===== src/rtl/conv_window_seq_pkg.sv =====
// conv_window_seq_pkg -- shared definitions for the convolution window sequencer.
//   state_t    : sequencer FSM states (IDLE, STREAM, DONE)
//   STALL_W    : width of the optional stall counter
//   win_count(): number of output windows a frame of the given geometry yields
package conv_window_seq_pkg;

    typedef enum logic [1:0] {
        ST_IDLE   = 2'd0,
        ST_STREAM = 2'd1,
        ST_DONE   = 2'd2
    } state_t;

    localparam int STALL_W = 32;

    // Windows per frame: one per stride step in each dimension.
    function automatic int win_count(input int img_h, input int img_w,
                                     input int k, input int stride);
        return ((img_h - k) / stride + 1) * ((img_w - k) / stride + 1);
    endfunction

endpackage


===== src/rtl/conv_window_seq_win_pos_counter.sv =====
// win_pos_counter -- raster row/column tracker with stride-phase window detection.
// Ports:
//   clk, rst        : clock, synchronous active-high reset
//   clr             : synchronous clear back to row 0 / column 0
//   adv             : advance one pixel position (one accepted pixel)
//   last            : current position is the final pixel of the frame
//   win_hit         : the pixel at the current position completes a window
//   win_row/win_col : top-left coordinate of that window (0 when no hit)
// The stride phase of each axis is tracked incrementally instead of computing
// (pos-K+1) % STRIDE, so no divider is needed for non-power-of-two strides.
module win_pos_counter
    import conv_window_seq_pkg::*;
#(
    parameter int IMG_W  = 8,
    parameter int IMG_H  = 8,
    parameter int K      = 3,
    parameter int STRIDE = 1,
    parameter int ROW_W  = 3,
    parameter int COL_W  = 3
) (
    input  logic             clk,
    input  logic             rst,
    input  logic             clr,
    input  logic             adv,
    output logic             last,
    output logic             win_hit,
    output logic [ROW_W-1:0] win_row,
    output logic [COL_W-1:0] win_col
);

    localparam int PH_W = (STRIDE > 1) ? $clog2(STRIDE) : 1;

    localparam logic [ROW_W-1:0] ROW_LAST = ROW_W'(IMG_H - 1);
    localparam logic [COL_W-1:0] COL_LAST = COL_W'(IMG_W - 1);
    localparam logic [ROW_W-1:0] ROW_K1   = ROW_W'(K - 1);
    localparam logic [COL_W-1:0] COL_K1   = COL_W'(K - 1);
    localparam logic [ROW_W-1:0] ROW_ONE  = ROW_W'(1);
    localparam logic [COL_W-1:0] COL_ONE  = COL_W'(1);
    localparam logic [PH_W-1:0]  PH_LAST  = PH_W'(STRIDE - 1);
    localparam logic [PH_W-1:0]  PH_ONE   = PH_W'(1);

    logic [ROW_W-1:0] row_r;
    logic [COL_W-1:0] col_r;
    logic [PH_W-1:0]  row_ph_r;
    logic [PH_W-1:0]  col_ph_r;
    logic [PH_W-1:0]  row_ph_nxt_s;
    logic [PH_W-1:0]  col_ph_nxt_s;

    // Phase of the next position: stays 0 until the axis reaches K-1, then
    // cycles 0..STRIDE-1 so that phase 0 marks a window-aligned position.
    always_comb begin
        row_ph_nxt_s = '0;
        col_ph_nxt_s = '0;
        if (row_r >= ROW_K1) begin
            row_ph_nxt_s = (row_ph_r == PH_LAST) ? '0 : row_ph_r + PH_ONE;
        end else begin
            row_ph_nxt_s = '0;
        end
        if (col_r >= COL_K1) begin
            col_ph_nxt_s = (col_ph_r == PH_LAST) ? '0 : col_ph_r + PH_ONE;
        end else begin
            col_ph_nxt_s = '0;
        end
    end

    // Position registers: column steps per pixel, row steps on column wrap.
    always_ff @(posedge clk) begin
        if (rst || clr) begin
            row_r    <= '0;
            col_r    <= '0;
            row_ph_r <= '0;
            col_ph_r <= '0;
        end else if (adv) begin
            if (col_r == COL_LAST) begin
                col_r    <= '0;
                col_ph_r <= '0;
                if (row_r == ROW_LAST) begin
                    row_r    <= '0;
                    row_ph_r <= '0;
                end else begin
                    row_r    <= row_r + ROW_ONE;
                    row_ph_r <= row_ph_nxt_s;
                end
            end else begin
                col_r    <= col_r + COL_ONE;
                col_ph_r <= col_ph_nxt_s;
            end
        end
    end

    assign last = (row_r == ROW_LAST) && (col_r == COL_LAST);

    // Window detection for the pixel sitting at the current position.
    always_comb begin
        win_hit = 1'b0;
        win_row = '0;
        win_col = '0;
        if ((row_r >= ROW_K1) && (col_r >= COL_K1) &&
            (row_ph_r == '0) && (col_ph_r == '0)) begin
            win_hit = 1'b1;
            win_row = row_r - ROW_K1;
            win_col = col_r - COL_K1;
        end else begin
            win_hit = 1'b0;
            win_row = '0;
            win_col = '0;
        end
    end

endmodule


===== src/rtl/conv_window_seq.sv =====
// conv_window_seq -- sequences a raster pixel stream into K-row line buffers and
// flags which line-buffer pushes complete a KxK convolution window.
// Ports:
//   clk, rst            : clock, synchronous active-high reset
//   start               : frame start pulse (ignored while busy)
//   in_valid/in_ready   : pixel handshake, in_data is the raster-order pixel
//   out_ready           : downstream can take a push (gates in_ready)
//   lb_push/lb_data     : registered line-buffer shift strobe and pixel
//   win_valid           : current lb_push completes a window
//   win_row/win_col     : window top-left coordinate (0 unless win_valid)
//   busy                : frame in progress (STREAM or DONE)
//   done                : one-cycle end-of-frame pulse
//   stall_cnt           : (CONV_WIN_PERF_EN only) STREAM cycles with in_valid
//                         high and out_ready low, saturating
// Optional build macro: CONV_WIN_PERF_EN adds the stall counter.
module conv_window_seq
    import conv_window_seq_pkg::*;
#(
    parameter int DATA_W = 32,
    parameter int IMG_W  = 8,
    parameter int IMG_H  = 8,
    parameter int K      = 3,
    parameter int STRIDE = 1
) (
    input  logic                     clk,
    input  logic                     rst,
    input  logic                     start,
    input  logic                     in_valid,
    output logic                     in_ready,
    input  logic [DATA_W-1:0]        in_data,
    input  logic                     out_ready,
    output logic                     lb_push,
    output logic [DATA_W-1:0]        lb_data,
    output logic                     win_valid,
    output logic [$clog2(IMG_H)-1:0] win_row,
    output logic [$clog2(IMG_W)-1:0] win_col,
    output logic                     busy,
    output logic                     done
`ifdef CONV_WIN_PERF_EN
    ,
    output logic [STALL_W-1:0]       stall_cnt
`endif
);

    localparam int ROW_W = $clog2(IMG_H);
    localparam int COL_W = $clog2(IMG_W);

    state_t           state_r;
    state_t           state_nxt;
    logic             accept_s;
    logic             clr_s;
    logic             last_s;
    logic             hit_s;
    logic [ROW_W-1:0] hit_row_s;
    logic [COL_W-1:0] hit_col_s;

    logic              lb_push_r;
    logic [DATA_W-1:0] lb_data_r;
    logic              win_valid_r;
    logic [ROW_W-1:0]  win_row_r;
    logic [COL_W-1:0]  win_col_r;
    logic              done_r;

    assign in_ready = (state_r == ST_STREAM) && out_ready;
    assign accept_s = in_valid && in_ready;
    assign busy     = (state_r != ST_IDLE);

    win_pos_counter #(
        .IMG_W  (IMG_W),
        .IMG_H  (IMG_H),
        .K      (K),
        .STRIDE (STRIDE),
        .ROW_W  (ROW_W),
        .COL_W  (COL_W)
    ) u_pos (
        .clk     (clk),
        .rst     (rst),
        .clr     (clr_s),
        .adv     (accept_s),
        .last    (last_s),
        .win_hit (hit_s),
        .win_row (hit_row_s),
        .win_col (hit_col_s)
    );

    // FSM state register.
    always_ff @(posedge clk) begin
        if (rst) begin
            state_r <= ST_IDLE;
        end else begin
            state_r <= state_nxt;
        end
    end

    // FSM next state; start only matters in IDLE, so a start during a frame
    // (including one coincident with the final pixel) never clears counters.
    always_comb begin
        state_nxt = state_r;
        clr_s     = 1'b0;
        case (state_r)
            ST_IDLE: begin
                if (start) begin
                    state_nxt = ST_STREAM;
                    clr_s     = 1'b1;
                end else begin
                    state_nxt = ST_IDLE;
                end
            end
            ST_STREAM: begin
                if (accept_s && last_s) begin
                    state_nxt = ST_DONE;
                end else begin
                    state_nxt = ST_STREAM;
                end
            end
            ST_DONE: begin
                state_nxt = ST_IDLE;
            end
            default: begin
                state_nxt = ST_IDLE;
            end
        endcase
    end

    // Registered line-buffer and window outputs, one cycle after acceptance;
    // done fires in the cycle after the DONE state (i.e. after the last push).
    always_ff @(posedge clk) begin
        if (rst) begin
            lb_push_r   <= 1'b0;
            lb_data_r   <= '0;
            win_valid_r <= 1'b0;
            win_row_r   <= '0;
            win_col_r   <= '0;
            done_r      <= 1'b0;
        end else begin
            lb_push_r   <= accept_s;
            if (accept_s) begin
                lb_data_r <= in_data;
            end
            win_valid_r <= accept_s && hit_s;
            win_row_r   <= (accept_s && hit_s) ? hit_row_s : '0;
            win_col_r   <= (accept_s && hit_s) ? hit_col_s : '0;
            done_r      <= (state_r == ST_DONE);
        end
    end

    assign lb_push   = lb_push_r;
    assign lb_data   = lb_data_r;
    assign win_valid = win_valid_r;
    assign win_row   = win_row_r;
    assign win_col   = win_col_r;
    assign done      = done_r;

`ifdef CONV_WIN_PERF_EN
    logic [STALL_W-1:0] stall_cnt_r;

    // Backpressure stall counter, cleared at frame start, saturating.
    always_ff @(posedge clk) begin
        if (rst) begin
            stall_cnt_r <= '0;
        end else if ((state_r == ST_IDLE) && start) begin
            stall_cnt_r <= '0;
        end else if ((state_r == ST_STREAM) && in_valid && !out_ready &&
                     (stall_cnt_r != {STALL_W{1'b1}})) begin
            stall_cnt_r <= stall_cnt_r + STALL_W'(1);
        end
    end

    assign stall_cnt = stall_cnt_r;
`endif

endmodule


===== config.mk =====
export PLATFORM = sky130hd
export DESIGN_NAME = conv_window_seq
export DESIGN_NICKNAME = d
export VERILOG_FILES = /design/src/rtl/conv_window_seq_pkg.sv /design/src/rtl/conv_window_seq_win_pos_counter.sv /design/src/rtl/conv_window_seq.sv
export SDC_FILE = /design/constraint.sdc
export NUM_CORES = 1
export LEC_CHECK = 0
export ABC_CLOCK_PERIOD_IN_PS = 1850
export BUFFER_PORTS_ARGS = -buffer_cell sky130_fd_sc_hd__buf_4
export CAP_MARGIN = 40
export CORE_UTILIZATION = 45
export CTS_CLUSTER_DIAMETER = 30
export CTS_CLUSTER_SIZE = 8
export DETAILED_ROUTE_END_ITERATION = 10
export PLACE_DENSITY = 0.77
export SLEW_MARGIN = 20
export SYNTH_ARGS = -nofsm -noshare
export SYNTH_HDL_FRONTEND = slang
export SYNTH_SLANG_ARGS = --single-unit

===== constraint.sdc =====
create_clock -name clk -period 1.85 [get_ports clk]
set_input_delay 0.37 -clock clk [delete_from_list [all_inputs] [get_ports clk]]
set_output_delay 0.37 -clock clk [all_outputs]
set_load 0.01 [all_outputs]

# ---- Word level (Yosys, flattened, before mapping)
# Cells that the tools add are included.
dict set report totals {
  inputBits 37
  elab_cells 54
  reg_bits 51
  output_inout_bits 43
}
dict set report classes {
  reduce_logical 13
  bitwise_logic 4
  n_eq_ne 4
  add_sub_neg 6
  magnitude_cmp 2
  n_mux 14
}
# cell n
set ops {}
lappend ops {{1-bit two-way mux} 10}
lappend ops {{1-bit logical AND} 8}
lappend ops {{3-bit by 1-bit adder with 3-bit output, second input constant} 2}
lappend ops {{3-bit == test, second input constant} 2}
lappend ops {{3-bit by 2-bit greater-or-equal comparator with 1-bit output, second input constant} 2}
lappend ops {{3-bit two-way mux} 2}
lappend ops {{3-bit by 2-bit subtractor with 3-bit output, second input constant} 2}
lappend ops {{1-bit NOT} 4}
lappend ops {{2-bit case mux with 2 select lines} 1}
lappend ops {{3-bit OR reduction} 1}
lappend ops {{1-bit adder, second input constant} 2}
lappend ops {{2-bit by 1-bit == test with 1-bit output, second input constant} 1}
lappend ops {{2-bit == test, second input constant} 1}
lappend ops {{2-bit zero test} 1}
lappend ops {{2-bit two-way mux} 1}
lappend ops {{2-bit AND reduction} 1}
lappend ops {{2-bit nonzero test} 1}
lappend ops {{1-bit logical OR} 1}

# ---- Depth between registers and ports, before layout
# Gate-level depths: netlist of the first run.
dict set report depth {
  ltp_word 8
  mapped_depth 5
  ltp_nobuf 5
}

# ---- Modules after synthesis
# From an unflattened synthesis of the first run, not the netlist that was laid out.
dict set report hier_totals {
  cells_unflattened 217
  hier_area_um2 2245.9
}
# mod n_inst seq_area_each_um2 area_per_inst_um2 cells_each
set modules_own_cells {}
lappend modules_own_cells {conv_window_seq 1 860.8 1813.0 170}
lappend modules_own_cells {win_pos_counter 1 120.1 432.9 47}

# ---- Worst setup path after synthesis of the first run
# Ideal clock, no wire load.
dict set report synth_timing {
  path_kind {reg-to-reg}
  start {register u_pos.col_r[1]}
  end {register u_pos.row_r[0]}
  t_arrival_ns 1.365
  stages_incl_launch_ff 6
  setup_time_ns 0.070
  t_required_ns 1.780
  synth_period_minus_slack_ns 1.435
  n_path_buf 0
  slack_ns 0.415
  cell_sequence {dfxtp_1 > ha_1 > ha_1 > inv_1 > or4_1 > a21oi_1}
}
dict set report synth_via {
  elab_chain_len 2
}
# item line_no
set synth_lines {}
lappend synth_lines {{start: declaration} conv_window_seq_win_pos_counter.sv:43} ;# logic [COL_W-1:0] col_r;
lappend synth_lines {{start signal: assignment} conv_window_seq_win_pos_counter.sv:85} ;# col_r <= col_r + COL_ONE;
lappend synth_lines {{3-bit == test} conv_window_seq_win_pos_counter.sv:74} ;# if (col_r == COL_LAST) begin
lappend synth_lines {{2-bit AND reduction (no source line)} --}
lappend synth_lines {{end signal: assignment} conv_window_seq_win_pos_counter.sv:81} ;# row_r <= row_r + ROW_ONE;
lappend synth_lines {{end: declaration} conv_window_seq_win_pos_counter.sv:42} ;# logic [ROW_W-1:0] row_r;
# Every way passes these cells.
# A chain may end at the register's enable or synchronous reset.

# ---- Worst setup path after layout of the first run
# Same ends and word-level chain as after synthesis.

==> results of run 1 <==
==> kinds of logic after synthesis <==
family,Yosys count
fa+ha+maj,6
flops,49
buf+inv,19
compound gates,43
simple gates,90
==> cell type report <==
class	instances	area, um2	share of cell area [%]
clock buffers	8	80.1	3.24
inverters	7	26.3	1.06
multi-input cells	139	692	28.0
flip-flops and latches	49	981	39.6
well taps	48	60.1	2.43
repair buffers	83	636	25.7
==> stage by stage <==
stage	instance area (um2)	setup WS (ps)	util [%]
CTS	2470	243	67.1
detailed placement	2390	276	64.9
global route	2470	139	67.1
floorplan	1750	415	-
finish	2470	234	67.1
global placement	2390	366	64.9
==> path summary, 6_finish.rpt <==
check / start / to
setup / recovery: u_pos.col_r[1] / u_pos.row_r[0]
hold / removal: in_data[22] / lb_data[22]
setup reg to reg: u_pos.col_r[1] / u_pos.row_r[0]
hold reg to reg: lb_data[7] / lb_data[7]
==> sequential cells by signal, indices dropped and copies added, names as in the netlist <==
signal,cells
win_col,3
win_row,3
lb_data,32
u_pos.row_r,3
win_valid,1
lb_push,1
done,1
u_pos.col_r,3
state_r,2
==> power breakdown <==
part           internal, uW  switching [uW]  total [uW]
combinational          96.6            78.4         175
clock                   269             320         589
sequential             1080            12.9        1090
==> cells in the final DEF (no fill, tap or decap), drive strengths merged, types with 2 or more instances in the layout <==
master	Yosys	final
clkbuf	6	8
nand4b	2	2
buf	6	83
inv	7	7
ha	6	6
dfxtp	49	49
nor2	7	7
o21ai	3	3
a21oi	38	38
and2	2	2
or4	2	2
nand3	2	2
nand2	70	70
==> per-layer routing <==
layer	vias up	track usage, %
li1	827	-
met5	-	0
met4	0	6.67
met1	728	24.1
met3	6	8.39
met2	41	31.1
==> worst max-delay path, delay by kind of cell (launching register included) <==
family,cells,cell delay [ps]
adder cells (fa/ha/maj),2,420
flip-flops,1,380
buffers and inverters,1,110
AND/OR/NAND/NOR,1,520
AO/OA/AOI/OAI,1,130
==> flow_summary.yaml, run 1 <==
run_status:
  status: "finished clean"
clock_network:
  htreeDepth: 2
  ctsHoldBuffers: 0
  postCtsSetupRepairBufs: 0
  ctsRootBufferMaster: "clkbuf_8"
  worst_skew_pair.late_latency_ps: 290
  cts_buffers: 5
  cts_tree: "yes"
  path_clk_slew_ps: 80
  clkSinkCount: 49
  postCtsResizedCells: 0
  cts_buffer_depth: 2
timing:
  tightest_slew_ps: 238
  finalCriticalPeriod_ps: 1620
  drv_slew: 0
  maxSlewHeadroom_pct: 84.1
  hold_viol: 0
  finalSetupViolations: 0
  period_share_pct: 87.4
  hold_ws_ps: 314
  finClkSkew_ps: 3.75
  max_freq_mhz: 619
  grt_setup_unrepaired: "no"
  fin_setup_tns_ps: 0
placed_design:
  post-place-cells: 326
  gp_congestion: 0.751
  portBuffers: 79
  dp_hpwl_um: 2660
synthesis:
  synth_fa_ha_area_share_pct: 4.29
  synth_edf_count: 0
  synth_top_cell_area_share_pct: 56.0
  ys_top_cells_by_count: "nand2_1, dfxtp_1, a21oi_1"
  synth_area_leaders: "dfxtp_1, nand2_1, a21oi_1"
  netlist_area_um2: 1750
  ys_warn_count: 0
  yosys_register_bits: 49
  yosysMostFrequentCell: "nand2_1"
  synth_area_leader_cell: "dfxtp_1"
  synthArstFlopShare_pct: 0
  yosys.area_share.simple_pct: 22.7
  syn_nets: 250
  synth_area_per_cell_um2: 8.46
  synth_seq_area_share_pct: 56.0
  synth_xor_area_share_pct: 0
  synth_cell_types: 24
  ys.flop_type: "dfxtp_1"
  synth_top_family_by_area: "simple AND/OR/NAND/NOR gates"
  synth.area.mux_share_pct: 0
  synth-compound-area-share_pct: 12.5
  synthCells: 207
finish:
  syn_to_final_growth_pct: 41.4
  fillCellCount: 330
  fin_nets: 328
  n_antenna_cell: 0
  fin_cells: 334
  layout-drive-gt1-share_pct: 31.8
global_route:
  grt_max_degree: 37
  overflow: 0
  grt_pass1_vias: 1410
  grt.total_usage_pct: 19.8
  antenna_found_initial: 0
  grt_pass1_wl_um: 6300
floorplanning:
  dieArea_um2: 4140
  die_height_um: 64.4
  die_w_um: 64.4
  ios: 80
  core-area_um2: 3690
  rows: 22
  initial_core_util_pct: 47.5
power:
  p_per_area_nw_per_um2: 748
  p_total_uw: 1850
  leakage_uw: 0.00109
  ir_drop_uv: 518
critical_path:
  cp_max_fo: 5
  r2r_cells: 5
  crit_slowest_cell: "or4_1"
  rrSetupSlack_ps: 230
  slowest_delay_ps: 520
  startpoint_type: "flop"
  crit_type: "reg -> reg"
  crit_path_cell_trace: "ha_1 -> ha_1 -> inv_1 -> or4_1 -> a21oi_1"
  cp.arrival_ps: 1850
  crit_path_end_kind: "flop"
  crit_top_cell: "ha_1"
  required_ps: 2080
route:
  wl_met3_um: 241
  drtIter0Drc: 60
  vias_per_cell: 4.80
  highest-signal-layer: "met4"
  dr_wl_met2_um: 1800
  drc: 0
  dr.pass1.iters: 4
  wl_met1_um: 1680
  wl_per_cell_um: 11.3
  vias: 1602
  ant_nets: 0
  drt_wl_total_um: 3780
min_path:
  holdPathStages: 3
  hp-class: "in -> reg"
job:
  maxCapViolations: 0
Note: power is estimated with default switching activity, not from simulation.
==> inputs of run 2 (changes only) <==
--- a/config.mk
+++ b/config.mk
@@ -13,6 +13,7 @@
 export CTS_CLUSTER_SIZE = 8
 export DETAILED_ROUTE_END_ITERATION = 10
 export PLACE_DENSITY = 0.77
+export RECOVER_POWER = 50
 export SLEW_MARGIN = 20
 export SYNTH_ARGS = -nofsm -noshare
 export SYNTH_HDL_FRONTEND = slang
==> run 2 against run 1 <==
Combinational power is 10% lower. Core utilization shrank 4.7 points. Sequential share of layout area increased by 3.0 points. Critical path depth stayed put. Sequential power about the same. Critical endpoint unchanged.
==> flow_summary.yaml, run 2 (synthesis gave the netlist of run 1 again) <==
critical_path:
  startpoint_type: "flop"
  r2r_cells: 5
  crit_path_end_kind: "flop"
  cp.arrival_ps: 1850
  crit_type: "reg -> reg"
  required_ps: 2080
  cp_max_fo: 5
timing:
  fin_setup_tns_ps: 0
  finalSetupViolations: 0
  max_freq_mhz: 617
  grt_setup_unrepaired: "no"
  drv_slew: 0
  finalCriticalPeriod_ps: 1620
  finClkSkew_ps: 2.54
  period_share_pct: 87.6
  maxSlewHeadroom_pct: 42.5
  hold_viol: 0
  tightest_slew_ps: 862
  hold_ws_ps: 314
power:
  power_frac_comb_pct: 8.5
  p_sw_share_pct: 22.3
  leakage_uw: 0.000904
  p_total_uw: 1830
  pwr-share-seq_pct: 59.3
  ir_drop_uv: 497
  internal-power_uw: 1420
  clockPowerShare_pct: 32.1
  netSwitchingPower_uw: 409
  p_per_area_nw_per_um2: 796
clock_network:
  postCtsSetupRepairBufs: 0
  path_clk_slew_ps: 80
  postCtsResizedCells: 0
  worst_skew_pair.late_latency_ps: 290
  ctsRootBufferMaster: "clkbuf_8"
  clkSinkCount: 49
  cts_buffer_depth: 2
  ctsHoldBuffers: 0
  cts_tree: "yes"
  cts_buffers: 5
  htreeDepth: 2
route:
  wl_met3_um: 254
  wl_per_cell_um: 11.3
  dr_wl_met2_um: 1770
  ant_nets: 0
  drtIter0Drc: 55
  dr.pass1.iters: 4
  drt_wl_total_um: 3780
  drc: 0
  highest-signal-layer: "met4"
  vias: 1603
  vias_per_cell: 4.80
  wl_met1_um: 1690
global_route:
  antenna_found_initial: 0
  grt_pass1_wl_um: 6300
  grt.total_usage_pct: 19.8
  overflow: 0
  grt_max_degree: 37
  grt_pass1_vias: 1410
finish:
  syn_to_final_growth_pct: 31.5
  register_area_um2: 981
  fillCellCount: 390
  multi_input_area_um2: 683
  largest_reg_flops: 32
  n_antenna_cell: 0
  final_cell_mix: "nand2_1, dfxtp_1, clkbuf_1"
  fin_util_pct: 62.4
  fin_nets: 328
  layout-drive-gt1-share_pct: 16.8
  mostFrequentLayoutCell: "nand2_1"
floorplanning:
  ios: 80
  rows: 22
  initial_core_util_pct: 47.5
  core-area_um2: 3690
  die_w_um: 64.4
  die_height_um: 64.4
  dieArea_um2: 4140
placed_design:
  gp_congestion: 0.751
  portBuffers: 79
  dp_hpwl_um: 2660
min_path:
  hp-class: "in -> reg"
  holdPathStages: 3
job:
  maxCapViolations: 0
run_status:
  status: "finished clean"
## run 2: cell count changes in the layout (fill, tap and decap cells not counted), sizes merged
cell,before,now
clkbuf,8,52
buf,83,39
## run 2: critical path, cell delays in order (launching register included)
cell and delay, ps:
dfxtp_1 380, ha_1 180, ha_1 240, inv_1 110, or4_1 520, a21oi_1 130
## run 2: worst paths after layout
| path | from | to | slack (ps) |
|---|---|---|---|
| min reg2reg | lb_data[31] | lb_data[31] | 450 |
| max | u_pos.col_r[1] | u_pos.row_r[0] | 230 |
| min | in_data[22] | lb_data[22] | 310 |
| max reg2reg | u_pos.col_r[1] | u_pos.row_r[0] | 230 |
## run 2: power by group through the flow
stage               clock, uW  sequential (uW)  combinational, uW
floorplan                   0             1120               57.8
global placement            0             1110                175
detailed placement          0             1110                177
CTS                       605             1090                177
global route              646             1090                175
finish                    588             1090                157
## run 2: layout make-up
class | instances | share of cell area, %
Inverter | 7 | 1.14
Sequential cell | 49 | 42.6
Clock buffer | 8 | 3.48
Multi-Input combinational cell | 139 | 29.7
Timing Repair Buffer | 83 | 20.5
Tap cell | 48 | 2.61
## run 2: through the flow
stage | cell area, um2 | cells | worst slack, ps
5_1_grt | 2300 | 334 | 112
6_report | 2300 | 334 | 229
3_5_place_dp | 2390 | 326 | 276
2_1_floorplan | 1750 | 207 | 415
3_3_place_gp | 2390 | 326 | 366
4_1_cts | 2470 | 334 | 243
## run 2: per-layer routing
metal / global-route usage (%) / up-vias
met3: 8.39 / 6
met4: 6.67 / 0
li1: - / 828
met2: 31.1 / 45
met1: 24.1 / 724
met5: 0 / -
==> inputs of run 3 (changes only) <==
--- a/config.mk
+++ b/config.mk
@@ -5,14 +5,15 @@
 export SDC_FILE = /design/constraint.sdc
 export NUM_CORES = 1
 export LEC_CHECK = 0
+export ABC_AREA = 1
 export ABC_CLOCK_PERIOD_IN_PS = 1850
 export BUFFER_PORTS_ARGS = -buffer_cell sky130_fd_sc_hd__buf_4
 export CAP_MARGIN = 40
-export CORE_UTILIZATION = 45
+export CORE_UTILIZATION = 46
 export CTS_CLUSTER_DIAMETER = 30
 export CTS_CLUSTER_SIZE = 8
 export DETAILED_ROUTE_END_ITERATION = 10
-export PLACE_DENSITY = 0.77
+export PLACE_DENSITY = 0.78
 export RECOVER_POWER = 50
 export SLEW_MARGIN = 20
 export SYNTH_ARGS = -nofsm -noshare
==> run 3 against run 2 <==
Via count grew 4.1%. Sequential power about the same. Synthesized cell count is 7.2% higher. Worst hold slack about the same. Maximum frequency up 11%. Register-to-register slack better by 160 ps. Synthesized area is 1.3% higher. Critical endpoint is now lb_data[4]. Cell count is 4.8% higher. Largest power group unchanged. Non-clock buffer count unchanged. Critical path depth is the same. Power grew 11%. Design area is 3.4% higher. Highest routed layer unchanged.
==> flow_summary.yaml, run 3 <==
synthesis:
  yosys_register_bits: 49
  syn_nets: 265
  yosysMostFrequentCell: "nand2_1"
  synth_area_leader_cell: "dfxtp_1"
  synth_cell_types: 17
  synth_top_cell_area_share_pct: 55.3
  synthArstFlopShare_pct: 0
  synthCells: 222
  ys_warn_count: 0
  ys_top_cells_by_count: "nand2_1, dfxtp_1, a21oi_1"
  synth_edf_count: 0
  synth_area_per_cell_um2: 7.99
  ys.flop_type: "dfxtp_1"
  synth_seq_area_share_pct: 55.3
  netlist_area_um2: 1770
  synth_area_leaders: "dfxtp_1, nand2_1, a21oi_1"
placed_design:
  dp_hpwl_um: 2880
  gp_congestion: 0.765
  portBuffers: 79
clock_network:
  cts_buffers: 5
  path_clk_slew_ps: 90
  postCtsResizedCells: 0
  htreeDepth: 2
  ctsHoldBuffers: 0
  ctsRootBufferMaster: "clkbuf_8"
  clkSinkCount: 49
  cts_buffer_depth: 2
  postCtsSetupRepairBufs: 0
  worst_skew_pair.late_latency_ps: 300
  cts_tree: "yes"
route:
  drt_wl_total_um: 3990
  vias_per_cell: 4.77
  ant_nets: 0
  drtIter0Drc: 51
  vias: 1668
  wl_per_cell_um: 11.4
  drc: 0
  dr.pass1.iters: 4
timing:
  max_freq_mhz: 683
  finalSetupViolations: 0
  tightest_slew_ps: 423
  fin_setup_tns_ps: 0
  maxSlewHeadroom_pct: 71.8
  period_share_pct: 79.1
  grt_setup_unrepaired: "no"
  hold_ws_ps: 315
  drv_slew: 0
  hold_viol: 0
  finClkSkew_ps: 10.8
  finalCriticalPeriod_ps: 1460
floorplanning:
  rows: 22
  ios: 80
  dieArea_um2: 4110
  die_height_um: 64.1
  core-area_um2: 3690
  die_w_um: 64.1
  initial_core_util_pct: 48.1
min_path:
  hp-class: "in -> reg"
global_route:
  grt_max_degree: 42
  grt.total_usage_pct: 20.7
  grt_pass1_vias: 1624
  grt_pass1_wl_um: 6560
  overflow: 0
  antenna_found_initial: 0
critical_path:
  r2r-end: "lb_data[4]"
  crit_type: "reg -> reg"
  required_ps: 2080
  startpoint_type: "flop"
  r2r_start: "state_r[0]"
  cp-startpoint: "state_r[0]"
  cp_max_fo: 18
  crit_path_end_kind: "flop"
  r2r_cells: 5
  cp.arrival_ps: 1690
  worstSetupEndpoint: "lb_data[4]"
  rrSetupSlack_ps: 390
finish:
  n_antenna_cell: 0
  fin_nets: 344
  final_cell_mix: "nand2_1, dfxtp_1, buf_4, clkbuf_1, a21oi_1"
  largest_reg_flops: 32
  syn_to_final_growth_pct: 34.2
  fillCellCount: 376
  layout-drive-gt1-share_pct: 17.5
  register_area_um2: 981
  multi_input_area_um2: 677
  fin_util_pct: 64.5
  mostFrequentLayoutCell: "nand2_1"
power:
  p_per_area_nw_per_um2: 854
  leakage_uw: 0.000957
  ir_drop_uv: 496
job:
  maxCapViolations: 0
run_status:
  status: "finished clean"
## run 3: cell families (layout without fill, tap and decap cells)
family,after synthesis,count (layout),share of synthesized area (%)
buffers and inverters,27,107,6.49
DFF,49,49,55.3
adders and majority gates,6,6,4.23
and+or+nand+nor,99,99,22.1
AOI/OAI and AO/OA,41,41,11.9
## run 3: per-layer routing
layer | up-vias | track usage, % | part of all wire [%]
met5 | - | 0 | 0
met4 | 0 | 10.5 | 2.0
met3 | 7 | 4.82 | 6.4
met2 | 57 | 39.6 | 52
met1 | 748 | 20.5 | 40
li1 | 856 | - | -
## run 3: worst max-delay path, stage by stage (launching register included)
cell and delay, ps:
dfxtp_1 410, nand3_1 180, nor2_4 380, buf_4 250, nand2_1 60, a21oi_1 120
## run 3: how the worst min path moves through the flow
stage                   startpoint  slack [ps]  depth (start not counted)          end
detailed placement     lb_data[11]         460                          2  lb_data[11]
finish                 in_data[16]         310                          3  lb_data[16]
floorplan           u_pos.col_r[1]         430                          1   win_col[1]
global route           in_data[27]         310                          3  lb_data[27]
CTS                    in_data[26]         310                          3  lb_data[26]
global placement        lb_data[2]         450                          2   lb_data[2]
## run 3: final cells by class
type | instances | share of cell area, %
clock buffers | 6 | 3.47
clock inverters | 2 | 1.58
flip-flops and latches | 49 | 41.2
multi-input cells | 146 | 28.4
inverters | 16 | 2.52
repair buffers | 83 | 20.2
well taps | 48 | 2.52
## run 3: report_power, final
| group | switching (uW) | internal [uW] |
|---|---|---|
| clock network | 340 | 439 |
| logic | 81.9 | 83.8 |
| registers | 12.1 | 1070 |
## run 3: metrics by stage
| stage | cell area [um2] | total power, uW | cells | setup WS, ps |
|---|---|---|---|---|
| finish | 2380 | 2030 | 350 | 386 |
| CTS | 2530 | 2070 | 350 | 382 |
| global placement | 2410 | 1290 | 342 | 433 |
| floorplan | 1770 | 1180 | 222 | 719 |
| global route | 2380 | 2120 | 350 | 223 |
| detailed placement | 2410 | 1290 | 342 | 352 |
